$ cat src/rtl/gpio_in_debounce_if.sv
// ============================================================================
// gpio_in_debounce_if : pin, level, edge and pending-event signals of the
//                       GPIO input conditioner
// Revision 1.0
// ============================================================================
`default_nettype none

interface gpio_in_debounce_if #(
    parameter int WIDTH = 8
);
    logic [WIDTH-1:0] pin_in;
    logic [WIDTH-1:0] gpio_clean;
    logic [WIDTH-1:0] rise_pulse;
    logic [WIDTH-1:0] fall_pulse;
    logic [WIDTH-1:0] rise_en;
    logic [WIDTH-1:0] fall_en;
    logic [WIDTH-1:0] clr_mask;
    logic [WIDTH-1:0] pending;
    logic             irq;

    modport master (
        output pin_in, rise_en, fall_en, clr_mask,
        input  gpio_clean, rise_pulse, fall_pulse, pending, irq
    );

    modport slave (
        input  pin_in, rise_en, fall_en, clr_mask,
        output gpio_clean, rise_pulse, fall_pulse, pending, irq
    );
endinterface

`default_nettype wire

$ cat src/rtl/gpio_in_debounce.sv
// ============================================================================
// gpio_in_debounce : per-bit synchronizer, debounce filter, edge pulses and
//                    sticky event-pending flags with a single interrupt line
// Revision 1.0
// ============================================================================
`default_nettype none

module gpio_in_debounce #(
    parameter int WIDTH           = 8,
    parameter int SYNC_STAGES     = 2,
    parameter int DEBOUNCE_CYCLES = 120000,
    parameter int CNT_W           = 17
) (
    input  wire logic         clk,
    input  wire logic         rst_n,
    gpio_in_debounce_if.slave bus
);

    localparam logic [CNT_W-1:0] CNT_MAX = CNT_W'(DEBOUNCE_CYCLES - 1);

    logic [WIDTH-1:0] sync_q [SYNC_STAGES];
    logic [WIDTH-1:0] clean_q, clean_d;
    logic [WIDTH-1:0] rise_q, rise_d;
    logic [WIDTH-1:0] fall_q, fall_d;
    logic [WIDTH-1:0] pending_q, pending_d;
    logic [WIDTH-1:0] w_sync;
    logic [WIDTH-1:0] w_accept;

    always_ff @(posedge clk or negedge rst_n) begin
        if (!rst_n) begin
            for (int k = 0; k < SYNC_STAGES; k++) begin
                sync_q[k] <= '0;
            end
        end else begin
            sync_q[0] <= bus.pin_in;
            for (int k = 1; k < SYNC_STAGES; k++) begin
                sync_q[k] <= sync_q[k-1];
            end
        end
    end

    assign w_sync = sync_q[SYNC_STAGES-1];

    // Counter saturates at CNT_MAX; reaching it while still mismatched accepts the level.
    for (genvar i = 0; i < WIDTH; i++) begin : g_bit
        logic [CNT_W-1:0] cnt_q, cnt_d;
        logic             accept;

        always_comb begin
            cnt_d  = '0;
            accept = 1'b0;
            if (w_sync[i] != clean_q[i]) begin
                if (cnt_q == CNT_MAX) begin
                    accept = 1'b1;
                end else begin
                    cnt_d = cnt_q + CNT_W'(1);
                end
            end
        end

        always_ff @(posedge clk or negedge rst_n) begin
            if (!rst_n) begin
                cnt_q <= '0;
            end else begin
                cnt_q <= cnt_d;
            end
        end

        assign w_accept[i] = accept;
    end

    always_comb begin
        clean_d   = clean_q ^ w_accept;
        rise_d    = w_accept & w_sync;
        fall_d    = w_accept & ~w_sync;
        pending_d = (pending_q & ~bus.clr_mask)
                  | (rise_q & bus.rise_en)
                  | (fall_q & bus.fall_en);
    end

    always_ff @(posedge clk or negedge rst_n) begin
        if (!rst_n) begin
            clean_q   <= '0;
            rise_q    <= '0;
            fall_q    <= '0;
            pending_q <= '0;
        end else begin
            clean_q   <= clean_d;
            rise_q    <= rise_d;
            fall_q    <= fall_d;
            pending_q <= pending_d;
        end
    end

    assign bus.gpio_clean = clean_q;
    assign bus.rise_pulse = rise_q;
    assign bus.fall_pulse = fall_q;
    assign bus.pending    = pending_q;
    assign bus.irq        = |pending_q;

endmodule

`default_nettype wire

$ cat src/flat_wrapper.sv
// flat-port wrapper written by rule: the top's interface ports become plain ports
module gpio_in_debounce_flat 
#(
    parameter int WIDTH           = 8,
    parameter int SYNC_STAGES     = 2,
    parameter int DEBOUNCE_CYCLES = 120000,
    parameter int CNT_W           = 17
)
  (clk, rst_n, bus_pin_in, bus_rise_en, bus_fall_en, bus_clr_mask, bus_gpio_clean, bus_rise_pulse, bus_fall_pulse, bus_pending, bus_irq);
  gpio_in_debounce_if #(.WIDTH(WIDTH)) bus_i ();
  input  wire logic clk;
  input  wire logic rst_n;
  input wire logic [$bits(bus_i.pin_in)-1:0] bus_pin_in;
  input wire logic [$bits(bus_i.rise_en)-1:0] bus_rise_en;
  input wire logic [$bits(bus_i.fall_en)-1:0] bus_fall_en;
  input wire logic [$bits(bus_i.clr_mask)-1:0] bus_clr_mask;
  output wire logic [$bits(bus_i.gpio_clean)-1:0] bus_gpio_clean;
  output wire logic [$bits(bus_i.rise_pulse)-1:0] bus_rise_pulse;
  output wire logic [$bits(bus_i.fall_pulse)-1:0] bus_fall_pulse;
  output wire logic [$bits(bus_i.pending)-1:0] bus_pending;
  output wire logic [$bits(bus_i.irq)-1:0] bus_irq;
  assign bus_i.pin_in = bus_pin_in;
  assign bus_i.rise_en = bus_rise_en;
  assign bus_i.fall_en = bus_fall_en;
  assign bus_i.clr_mask = bus_clr_mask;
  assign bus_gpio_clean = bus_i.gpio_clean;
  assign bus_rise_pulse = bus_i.rise_pulse;
  assign bus_fall_pulse = bus_i.fall_pulse;
  assign bus_pending = bus_i.pending;
  assign bus_irq = bus_i.irq;
  gpio_in_debounce #(.WIDTH(WIDTH), .SYNC_STAGES(SYNC_STAGES), .DEBOUNCE_CYCLES(DEBOUNCE_CYCLES), .CNT_W(CNT_W)) u_core (.clk(clk), .rst_n(rst_n), .bus(bus_i));
endmodule
$ cat config.mk
export PLATFORM = sky130hd
export DESIGN_NAME = gpio_in_debounce_flat
export DESIGN_NICKNAME = d
export VERILOG_FILES = /design/src/rtl/gpio_in_debounce_if.sv /design/src/rtl/gpio_in_debounce.sv /design/src/flat_wrapper.sv
export SDC_FILE = /design/constraint.sdc
export NUM_CORES = 1
export LEC_CHECK = 0
export BUFFER_PORTS_ARGS = -buffer_cell sky130_fd_sc_hd__buf_2
export CAP_MARGIN = 20
export CORE_AREA = 2 2 148 150
export DETAILED_ROUTE_END_ITERATION = 8
export DIE_AREA = 0 0 150 152
export SKIP_CTS_REPAIR_TIMING = 1
export SYNTH_ARGS = -nofsm -noshare
export SYNTH_HDL_FRONTEND = slang
export SYNTH_SLANG_ARGS = --single-unit
$ cat constraint.sdc
create_clock -name clk -period 1.71 [get_ports clk]
set_input_delay 0.2565 -clock clk [delete_from_list [all_inputs] [get_ports clk]]
set_output_delay 0.2565 -clock clk [all_outputs]
set_load 0.05 [all_outputs]
; Word level (Yosys, flattened, before mapping)
; Cells that the tools add are included.
[classes]
add_sub_neg = 8
eq_ne = 16
muxes = 32
n_bitwise = 10
n_reduce_logical = 1
[op_table]
columns = op, n
row1 = $mux W17, 16
row2 = $add A17 B1 Y17 const B, 8
row3 = $eq A17 B17 Y1 const B, 8
row4 = $and A8 B8 Y8, 5
row5 = $mux W1, 16
row6 = $not A8 Y8, 2
row7 = $or A8 B8 Y8, 2
row8 = $ne A1 B1 Y1, 8
row9 = $reduce_or A8 Y1, 1
row10 = $xor A8 B8 Y8, 1
[word_totals]
register_bits = 184

; Longest topological paths before layout
; Gate-level depths: netlist of run 1.
[depth]
word_depth = 4
mapped_depth = 7

; Worst setup path before layout of run 1
; Ideal clock, no wire load.
[synth_path]
kind = reg-to-reg
startpoint = register u_core.g_bit[1].cnt_q[6]
endpoint = register (tool-made name)
t_arrival_ns = 1.735
path_slack_ns = -0.150
path_stages_with_launch = 5
n_path_buf = 0
period_less_slack_ns = 1.860
path_cell_list = dfrtp_1 nand4bb_1 or4_4 or3_4 mux2_4
[synth_lines]
columns = element, line
row1 = start: declaration, gpio_in_debounce.sv:46  ; logic [CNT_W-1:0] cnt_q, cnt_d;
row2 = start signal: assignment, gpio_in_debounce.sv:65  ; cnt_q <= cnt_d;

==> impl_metrics.env, run 1 <==
export IMPL_violations="setup timing"
export IMPL_slew_limit_headroom=0.6409
export IMPL_crit_slowest_cell="or4_4"
export IMPL_dp_hpwl_mm=11.50
export IMPL_synthMuxAreaShare=0.01169
export IMPL_yosysWarningCount=0
export IMPL_clockBufferDepth=2
export IMPL_netlist_area_um2=8347
export IMPL_drt_pre_antenna_iters=5
export IMPL_skew_ns=0.009837
export IMPL_synthAdderAreaFrac=0.01199
export IMPL_final_net_count=1001
export IMPL_synth_simple_area_share=0.2407
export IMPL_drc_errors=0
export IMPL_syn_nets=839
export IMPL_synth_xor_area_frac=0.1249
export IMPL_layout_area_overhead_vs_synth_pct=26.05
export IMPL_grt_pass1_wl_mm=28.81
export IMPL_crit_start="u_core.g_bit[1].cnt_q[8]$_DFF_PN0_"
export IMPL_syn_inst=797
export IMPL_fmax_mhz=559.4
export IMPL_setup_ws_ns=-0.07759
export IMPL_die_h_um=152
export IMPL_cp_arrival_ns=2.11
export IMPL_slew_viol_final=0
export IMPL_num_vias=6245
export IMPL_reg2reg_depth=4
export IMPL_worstSetupStartpointType="register"
export IMPL_syn_area_per_cell_um2=10.47
export IMPL_first_global_vias=6167
export IMPL_fillers=1975
export IMPL_cap_violations=0
export IMPL_cts_tree="done"
export IMPL_gr_total_overflow=0
export IMPL_drive_gt1_frac=0.2387
export IMPL_antenna_found_initial=1
export IMPL_n_antenna_cell=0
export IMPL_synth_edf_count=0
export IMPL_dr_max_layer_used="met5"
export IMPL_hold_viol=0
export IMPL_ff2ff_setup_slack_ns=-0.08
export IMPL_ys_flop_type="dfrtp_1"
export IMPL_rows=54
export IMPL_yosysUniqueCellTypes=44
export IMPL_wirelength_mm=16.94
export IMPL_period_share=1.045
export IMPL_pin_count=67
export IMPL_finalSetupViolCount=13
export IMPL_leakage_nw=4.482
export IMPL_start_util=0.3909
export IMPL_outcome="complete, but fails checks"
export IMPL_finalCriticalPeriod_ns=1.788
export IMPL_synthArstFlopShare=1.000
export IMPL_routedWlPerCell_um=13.53
export IMPL_setup_tns_ns=-0.2189
export IMPL_cp_end_kind="register"
export IMPL_path_cells="nand4bb_1 -> or4_4 -> or3_4 -> mux2_4"
export IMPL_cts_root_buffer="clkbuf_16"
export IMPL_clk_pin_slew_ns=0.07
export IMPL_ys_seq_area_frac=0.5516
export IMPL_p_per_area_nw_per_um2=809.8
export IMPL_ys_ff_latch=184
export IMPL_rsz0062_at_grt="yes"
export IMPL_cts_sinks=184
export IMPL_critPathKind="register to register"
export IMPL_hp_class="input port to register"
export IMPL_worstSkewPairLatency_ns=0.43
export IMPL_drtIter0Drc=339
export IMPL_place_gp_congestion=0.8067
export IMPL_synth_top_family_by_area="simple AND/OR/NAND/NOR gates"
export IMPL_die_area_um2=22800
export IMPL_drt_met1_wl_mm=8.029
export IMPL_cp_max_fo=4
export IMPL_dr_wl_met3_um=589
export IMPL_via_per_inst=4.988
export IMPL_whs_ns=0.002367
export IMPL_r2r_start="u_core.g_bit[1].cnt_q[8]$_DFF_PN0_"
export IMPL_required_ns=2.03
export IMPL_synth_compound_area_frac=0.03613
export IMPL_grt_start_max_net_pins=47
export IMPL_htreeDepth=4
export IMPL_vdd_drop_max_mv=0.5654
export IMPL_critPathMaxStageDelay_ns=0.43
export IMPL_port_buffers=66
export IMPL_core_area_um2=21350
export IMPL_ant_nets=0
export IMPL_track_usage=0.1545
export IMPL_wl_met2_mm=8.114
export IMPL_tritoncts_num_buffers=17
export IMPL_fp_dieW_um=150
export IMPL_tightestPinTransition_ns=0.5387
cell type report:
type                       instances  area, um^2  share of cell area
sequential                       184        4606              0.4377
tap                              280       350.3             0.03330
clock inverter                    15       118.9             0.01130
timing repair buffer             162        1192              0.1133
inverter                          29       108.9             0.01035
clock buffer                      17       425.4             0.04043
multi-input combinational        565        3720              0.3536
metrics by stage:
step                total power, mW  area [um^2]  setup slack [ns]  std cells  utilization
floorplan                     4.692         8402           -0.1110        797            -
global placement              4.930         9659          -0.07422       1200       0.4524
detailed placement            4.935         9659           -0.1036       1200       0.4524
CTS                           8.611        10200           -0.1153       1232       0.4779
global route                  8.891        10520           -0.1203       1252       0.4928
finish                        8.520        10520          -0.07759       1252       0.4928
worst min-delay path by stage:
stage / from / endpoint / slack, ns / depth (start not counted)
after floorplan: rst_n / async pin / -0.04 / 0
after global placement: rst_n / u_core.sync_q[15]$_DFF_PN0_ / 0.21 / 1
after detailed placement: rst_n / u_core.sync_q[15]$_DFF_PN0_ / 0.21 / 1
after CTS: rst_n / u_core.sync_q[15]$_DFF_PN0_ / -0.26 / 1
after global routing: bus_clr_mask[0] / u_core.bus.pending[0]$_DFF_PN0_ / 0.004 / 2
final: bus_clr_mask[4] / u_core.bus.pending[4]$_DFF_PN0_ / 0.002 / 2
routing by layer:
layer  track usage  vias to the layer above
li1              -                     3098
met1        0.2098                     3030
met2        0.2424                      101
met3       0.03874                       14
met4       0.05076                        2
met5             0                        -
state kept, by name (all words and copies together), names as in the netlist, named ones only:
signal                 flops
u_core.sync_q              8
u_core.g_bit.cnt_q       136
u_core.bus.rise_pulse      8
u_core.w_sync              8
u_core.bus.pending         8
u_core.bus.fall_pulse      8
power breakdown:
group | leakage, nW | total [mW] | internal, mW | switching, mW
registers | 2.51 | 4.47 | 4.42 | 0.0551
logic | 1.71 | 0.413 | 0.189 | 0.224
clock network | 0.262 | 3.64 | 1.88 | 1.75
cell usage after synthesis (all sizes together), types with 4 or more instances:
cell,count,area share
dfrtp,184,0.55
and4,4,0.0043
nand4b,6,0.0063
a22oi,8,0.0072
nand3,45,0.028
buf,9,0.0054
ha,8,0.012
a31o,4,0.0042
or2,4,0.0030
clkbuf,10,0.0045
nor3b,17,0.015
o21ai,13,0.0082
o31ai,6,0.0087
nor3,26,0.016
and3,7,0.0055
inv,29,0.013
nand4,45,0.034
nor4,36,0.027
a21oi,9,0.0054
xor2,33,0.035
xnor2,86,0.090
nand2,34,0.016
or4,7,0.0067
nor2,141,0.063
mux2,8,0.012
or3,7,0.0064
critical path: cells and delay by family, from the launching register on:
kind,cells,cell delay [ns]
multiplexers,1,0.30
AND/OR/NAND/NOR,3,0.98
flip-flops,1,0.39
layout by cell type (no fill, tap or decap), types with 4 or more instances in the layout:
cell type      instances
inv_1                 29
clkbuf_16             17
ha_1                   6
clkinv_4               5
nand3_1               42
nor4_2                 7
buf_2                 64
or4_4                  4
xnor2_1               86
o31ai_1                4
nor4_1                28
or3_1                  5
buf_4                 74
nand4b_1               6
o21ai_0               12
nand2_1               32
a22oi_1                8
mux2_2                 6
a21oi_1                8
nor3b_1               15
and3_1                 5
dfrtp_1              183
nor3_1                25
dlygate4sd3_1         14
buf_12                 7
nor2_1               138
xor2_1                33
nand4_1               44
kinds of logic (layout without fill, tap and decap cells):
logic type                 count (synthesis)  after routing
muxes                                      8              8
and+or+nand+nor                          388            388
DFF                                      184            184
buffers and inverters                     48            223
xor gates and xnor gates                 119            119
AOI/OAI and AO/OA                         42             42
adders and majority gates                  8              8
No activity file was read; power rests on OpenSTA's default activity.
==> run 2, diff against run 1 <==
--- a/config.mk
+++ b/config.mk
@@ -7,9 +7,9 @@
 export LEC_CHECK = 0
 export BUFFER_PORTS_ARGS = -buffer_cell sky130_fd_sc_hd__buf_2
 export CAP_MARGIN = 20
-export CORE_AREA = 2 2 148 150
+export CORE_AREA = 2 2 141 157
 export DETAILED_ROUTE_END_ITERATION = 8
-export DIE_AREA = 0 0 150 152
+export DIE_AREA = 0 0 143 159
 export SKIP_CTS_REPAIR_TIMING = 1
 export SYNTH_ARGS = -nofsm -noshare
 export SYNTH_HDL_FRONTEND = slang
==> run 2 against run 1 <==
- the run still ends with setup timing left
- flip-flop and latch count did not move
- sequential power about the same
- first-iteration DRC count is 18% lower
- non-clock buffer count is 5 lower
- worst setup slack got worse by 0.0071 ns
- final cell count up 0.40%
- worst hold slack improved by 0.0017 ns
- largest cell class unchanged
- largest power group unchanged
==> impl_metrics.env, run 2 (synthesized netlist as in run 1, its figures left out) <==
export IMPL_period_share=1.049
export IMPL_leakage_nw=4.486
export IMPL_drive_gt1_frac=0.2430
export IMPL_pin_count=67
export IMPL_dp_hpwl_mm=11.81
export IMPL_critPathKind="register to register"
export IMPL_drtIter0Drc=277
export IMPL_core_area_um2=21090
export IMPL_finalCriticalPeriod_ns=1.795
export IMPL_dp_slack_ns=-0.09727
export IMPL_final_cell_mix="dfrtp_1 (183), nor2_1 (139), xnor2_1 (86), buf_4 (70), buf_2 (64)"
export IMPL_fmax_mhz=557.2
export IMPL_regArea_um2=4606
export IMPL_setup_tns_ns=-0.4738
export IMPL_p_per_area_nw_per_um2=837.7
export IMPL_tightestPinTransition_ns=0.3990
export IMPL_dpl_cell_area_um2=9672
export IMPL_rows=56
export IMPL_vdd_drop_max_mv=0.7247
export IMPL_slew_viol_final=0
export IMPL_post_route_util=0.5024
export IMPL_worstSkewPairLatency_ns=0.43
export IMPL_path_buf_inv=0
export IMPL_clk_pin_slew_ns=0.07
export IMPL_via_per_inst=4.979
export IMPL_final_common_cell="dfrtp_1"
export IMPL_fp_dieW_um=143
export IMPL_rsz0062_at_grt="yes"
export IMPL_required_ns=2.03
export IMPL_skew_ns=0.01026
export IMPL_cp_end_kind="register"
export IMPL_violations="setup timing"
export IMPL_cp_arrival_ns=2.11
export IMPL_whs_ns=0.004025
export IMPL_met1_usage=0.2037
export IMPL_routedWlPerCell_um=13.50
export IMPL_clockBufferDepth=2
export IMPL_grtUsageMet3=0.03338
export IMPL_outcome="complete, but fails checks"
export IMPL_die_h_um=159
export IMPL_tritoncts_num_buffers=17
export IMPL_ant_nets=0
export IMPL_cap_violations=0
export IMPL_drt_pre_antenna_iters=6
export IMPL_die_area_um2=22740
export IMPL_critPathMaxStageDelay_ns=0.43
export IMPL_fillers=1910
export IMPL_slew_limit_headroom=0.7316
export IMPL_grt_util_met2=0.2532
export IMPL_crit_slowest_cell="or4_4"
export IMPL_layout_area_overhead_vs_synth_pct=26.95
export IMPL_finalSetupViolCount=19
export IMPL_critPathTopFamily="simple AND/OR/NAND/NOR gates"
export IMPL_multi_input_area_um2=3751
export IMPL_hp_class="input port to register"
export IMPL_n_antenna_cell=0
export IMPL_grt_start_max_net_pins=45
export IMPL_cp_max_fo=4
export IMPL_r2r_start="u_core.g_bit[1].cnt_q[6]$_DFF_PN0_"
export IMPL_grt_pass1_wl_mm=28.59
export IMPL_busiest_layer="met2"
export IMPL_largest_reg_flops=136
export IMPL_hold_viol=0
export IMPL_port_buffers=66
export IMPL_cts_root_buffer="clkbuf_16"
export IMPL_fin_area_um2=10600
export IMPL_wirelength_mm=16.97
export IMPL_worstSetupStartpointType="register"
export IMPL_crit_start="u_core.g_bit[1].cnt_q[6]$_DFF_PN0_"
export IMPL_start_util=0.3958
export IMPL_cts_tree="done"
export IMPL_place_gp_congestion=0.7726
export IMPL_cts_sinks=184
export IMPL_drc_errors=0
export IMPL_num_vias=6258
export IMPL_path_cells="nand4bb_1 -> or4_4 -> or3_4 -> mux2_4"
export IMPL_setup_ws_ns=-0.08464
export IMPL_largest_register="u_core.g_bit.cnt_q"
export IMPL_antenna_found_initial=0
export IMPL_track_usage=0.1546
export IMPL_htreeDepth=4
export IMPL_first_global_vias=6115
export IMPL_gr_total_overflow=0
export IMPL_final_net_count=996
export IMPL_hold_start="bus_clr_mask[7]"
-- run 2: cell count changes in the layout (fill, tap and decap cells not counted), sizes merged --
cell | previous run | this run
dlygate4sd3 | 14 | 10
inv | 33 | 30
bufinv | 0 | 2
clkinv | 8 | 3
buf | 147 | 146
clkbuf | 18 | 24
-- run 2: per-layer routing --
metal  up-vias  part of all wire
met4         0             0.013
met1      3054              0.46
met5         -                 0
met3        17             0.030
met2       103              0.49
li1       3084                 -
-- run 2: worst paths after layout --
check                           slack [ns]  cells after the start                                  end
worst max-delay path                 -0.08                      4                             register
worst min-delay path                 0.004                      2      u_core.bus.pending[7]$_DFF_PN0_
worst max register to register       -0.08                      4                             register
worst min register to register        0.35                      0           u_core.w_sync[4]$_DFF_PN0_
max in group asynchronous             0.75                      3      u_core.bus.pending[1]$_DFF_PN0_
min in group asynchronous             0.33                      2  u_core.g_bit[7].cnt_q[12]$_DFF_PN0_
-- run 2: through the flow --
| step | total power [mW] | std cells |
|---|---|---|
| after global routing | 9.233 | 1257 |
| after floorplan | 4.692 | 797 |
| after detailed placement | 4.937 | 1210 |
| after CTS | 8.962 | 1242 |
| after global placement | 4.933 | 1210 |
| final | 8.877 | 1257 |
-- run 2: worst reg2reg max path, delay by kind of cell (launching register included) --
kind             cells  cell delay (ns)
and+or+nand+nor      3             1.00
muxes                1             0.30
DFF                  1             0.37
-- run 2: power breakdown --
| group | internal [mW] | switching [mW] |
|---|---|---|
| Combinational | 0.180 | 0.221 |
| Sequential | 4.42 | 0.0568 |
| Clock | 2.36 | 1.65 |
-- run 2: area by class of cell --
cell class / instances / share of cell area
flip-flops and latches: 184 / 0.4346
multi-input cells: 565 / 0.3540
repair buffers: 157 / 0.1091
clock buffers: 23 / 0.04700
well taps: 290 / 0.03424
clock inverters: 9 / 0.01075
inverters: 29 / 0.01027
==> run 3, diff against run 2 <==
--- a/config.mk
+++ b/config.mk
@@ -10,6 +10,7 @@
 export CORE_AREA = 2 2 141 157
 export DETAILED_ROUTE_END_ITERATION = 8
 export DIE_AREA = 0 0 143 159
+export PLACE_DENSITY = 0.65
 export SKIP_CTS_REPAIR_TIMING = 1
 export SYNTH_ARGS = -nofsm -noshare
 export SYNTH_HDL_FRONTEND = slang
==> run 3 against run 2 <==
- the run ends with hold timing, setup timing left
- critical path depth is 1 higher
- cell area is 0.47% higher
- clock power is 5% higher
- die area unchanged
- clock-buffer cell count fell by 6
- combinational power up 4%
- sequential power is essentially flat
- utilization rose by 0.24 points
- sequential share of layout area is 0.20 points lower
- worst hold slack got worse by 0.0074 ns
- power increased by 2.3%
==> impl_metrics.env, run 3 (synthesized netlist as in run 1, its figures left out) <==
export IMPL_min_to="u_core.bus.pending[7]$_DFF_PN0_"
export IMPL_pin_count=67
export IMPL_critPathTopFamily="simple AND/OR/NAND/NOR gates"
export IMPL_first_global_vias=6055
export IMPL_largest_register="u_core.g_bit.cnt_q"
export IMPL_final_common_cell="dfrtp_1"
export IMPL_period_share=1.058
export IMPL_setup_ws_ns=-0.09898
export IMPL_antenna_found_initial=1
export IMPL_dpl_cell_area_um2=9679
export IMPL_start_util=0.3958
export IMPL_wirelength_mm=16.79
export IMPL_n_antenna_cell=0
export IMPL_place_inst=1211
export IMPL_fp_dieW_um=143
export IMPL_r2r_start="u_core.g_bit[0].cnt_q[7]$_DFF_PN0_"
export IMPL_track_usage=0.1528
export IMPL_gr_total_overflow=0
export IMPL_hold_start="bus_clr_mask[7]"
export IMPL_finalSetupViolCount=19
export IMPL_worstSetupStartpointType="register"
export IMPL_finalCriticalPeriod_ns=1.809
export IMPL_setup_tns_ns=-0.6610
export IMPL_crit_slowest_cell="or4_4"
export IMPL_critPathKind="register to register"
export IMPL_final_cell_mix="dfrtp_1 (183), nor2_1 (127), xnor2_1 (86), buf_4 (67), buf_2 (64)"
export IMPL_grt_start_max_net_pins=51
export IMPL_skew_ns=0.01458
export IMPL_fin_area_um2=10650
export IMPL_largest_reg_flops=136
export IMPL_die_area_um2=22740
export IMPL_violations="hold timing, setup timing"
export IMPL_cts_sinks=184
export IMPL_routedWlPerCell_um=13.42
export IMPL_whs_ns=-0.003340
export IMPL_r2r_end="u_core.g_bit[0].cnt_q[16]$_DFF_PN0_"
export IMPL_die_h_um=159
export IMPL_p_per_area_nw_per_um2=853.0
export IMPL_ant_nets=0
export IMPL_leakage_nw=4.453
export IMPL_fin_cells=1251
export IMPL_drt_pre_antenna_iters=4
export IMPL_cp_max_fo=4
export IMPL_required_ns=2.05
export IMPL_final_net_count=993
export IMPL_power_mw=9.081
export IMPL_vdd_drop_max_mv=0.6094
export IMPL_post_route_util=0.5048
export IMPL_cp_end_kind="register"
export IMPL_cap_violations=0
export IMPL_reg2reg_depth=5
export IMPL_drive_gt1_frac=0.2497
export IMPL_clk_pin_slew_ns=0.06
export IMPL_cts_root_buffer="clkbuf_16"
export IMPL_cp_arrival_ns=2.15
export IMPL_min_path_cells=2
export IMPL_place_gp_congestion=0.8218
export IMPL_slew_limit_headroom=0.6468
export IMPL_htreeDepth=4
export IMPL_slew_viol_final=0
export IMPL_path_cells="buf_4 -> nand3_2 -> or4_4 -> or4_1 -> a21oi_1"
export IMPL_num_vias=6225
export IMPL_rows=56
export IMPL_cts_tree="done"
export IMPL_fmax_mhz=552.8
export IMPL_worstSkewPairLatency_ns=0.43
export IMPL_critPathMaxStageDelay_ns=0.52
export IMPL_grt_pass1_wl_mm=28.49
export IMPL_core_area_um2=21090
export IMPL_hp_class="input port to register"
export IMPL_drc_errors=0
export IMPL_hold_viol=1
export IMPL_layout_area_overhead_vs_synth_pct=27.55
export IMPL_dp_slack_ns=-0.08243
export IMPL_rsz0062_at_grt="yes"
export IMPL_drtIter0Drc=307
export IMPL_dp_hpwl_mm=11.53
export IMPL_path_buf_inv=1
export IMPL_clockBufferDepth=2
export IMPL_tritoncts_num_buffers=17
export IMPL_via_per_inst=4.976
export IMPL_port_buffers=66
export IMPL_tightestPinTransition_ns=0.5297
export IMPL_outcome="complete, but fails checks"
export IMPL_ff2ff_setup_slack_ns=-0.1
run 3: worst reg2reg max path: stages (launching register included):
cell and delay [ns]:
dfrtp_1 0.40, buf_4 0.13, nand3_2 0.08, or4_4 0.52, or4_1 0.43, a21oi_1 0.17
run 3: how the worst max path moves through the flow:
stage	from	end	slack (ns)	cells after the start
2_1_floorplan	u_core.g_bit[1].cnt_q[6]$_DFF_PN0_	register	-0.11	4
3_3_place_gp	u_core.g_bit[1].cnt_q[8]$_DFF_PN0_	register	-0.07	4
3_5_place_dp	u_core.g_bit[1].cnt_q[8]$_DFF_PN0_	register	-0.08	4
4_1_cts	u_core.g_bit[0].cnt_q[11]$_DFF_PN0_	u_core.g_bit[0].cnt_q[9]$_DFF_PN0_	-0.10	6
5_1_grt	u_core.g_bit[0].cnt_q[7]$_DFF_PN0_	u_core.g_bit[0].cnt_q[16]$_DFF_PN0_	-0.14	5
6_report	u_core.g_bit[0].cnt_q[7]$_DFF_PN0_	u_core.g_bit[0].cnt_q[16]$_DFF_PN0_	-0.1	5
run 3: power by group:
group | switching [mW] | internal (mW) | total [mW]
Sequential | 0.0554 | 4.42 | 4.47
Clock | 1.62 | 2.57 | 4.19
Combinational | 0.233 | 0.185 | 0.418
run 3: final cells by class:
class | count | area, um^2
Fill cell | 1899 | 10440
Sequential cell | 184 | 4606
Multi-Input combinational cell | 565 | 3806
Timing Repair Buffer | 154 | 1134
Clock buffer | 17 | 425.4
Tap cell | 290 | 362.8
Clock inverter | 12 | 203.9
Inverter | 29 | 108.9
run 3: routing by layer:
layer	vias up	routed length, um	track usage
met5	-	0	0
met4	0	115	0.04995
met3	7	530	0.03218
met2	112	8364	0.2516
met1	3026	7780	0.2011
li1	3080	-	-
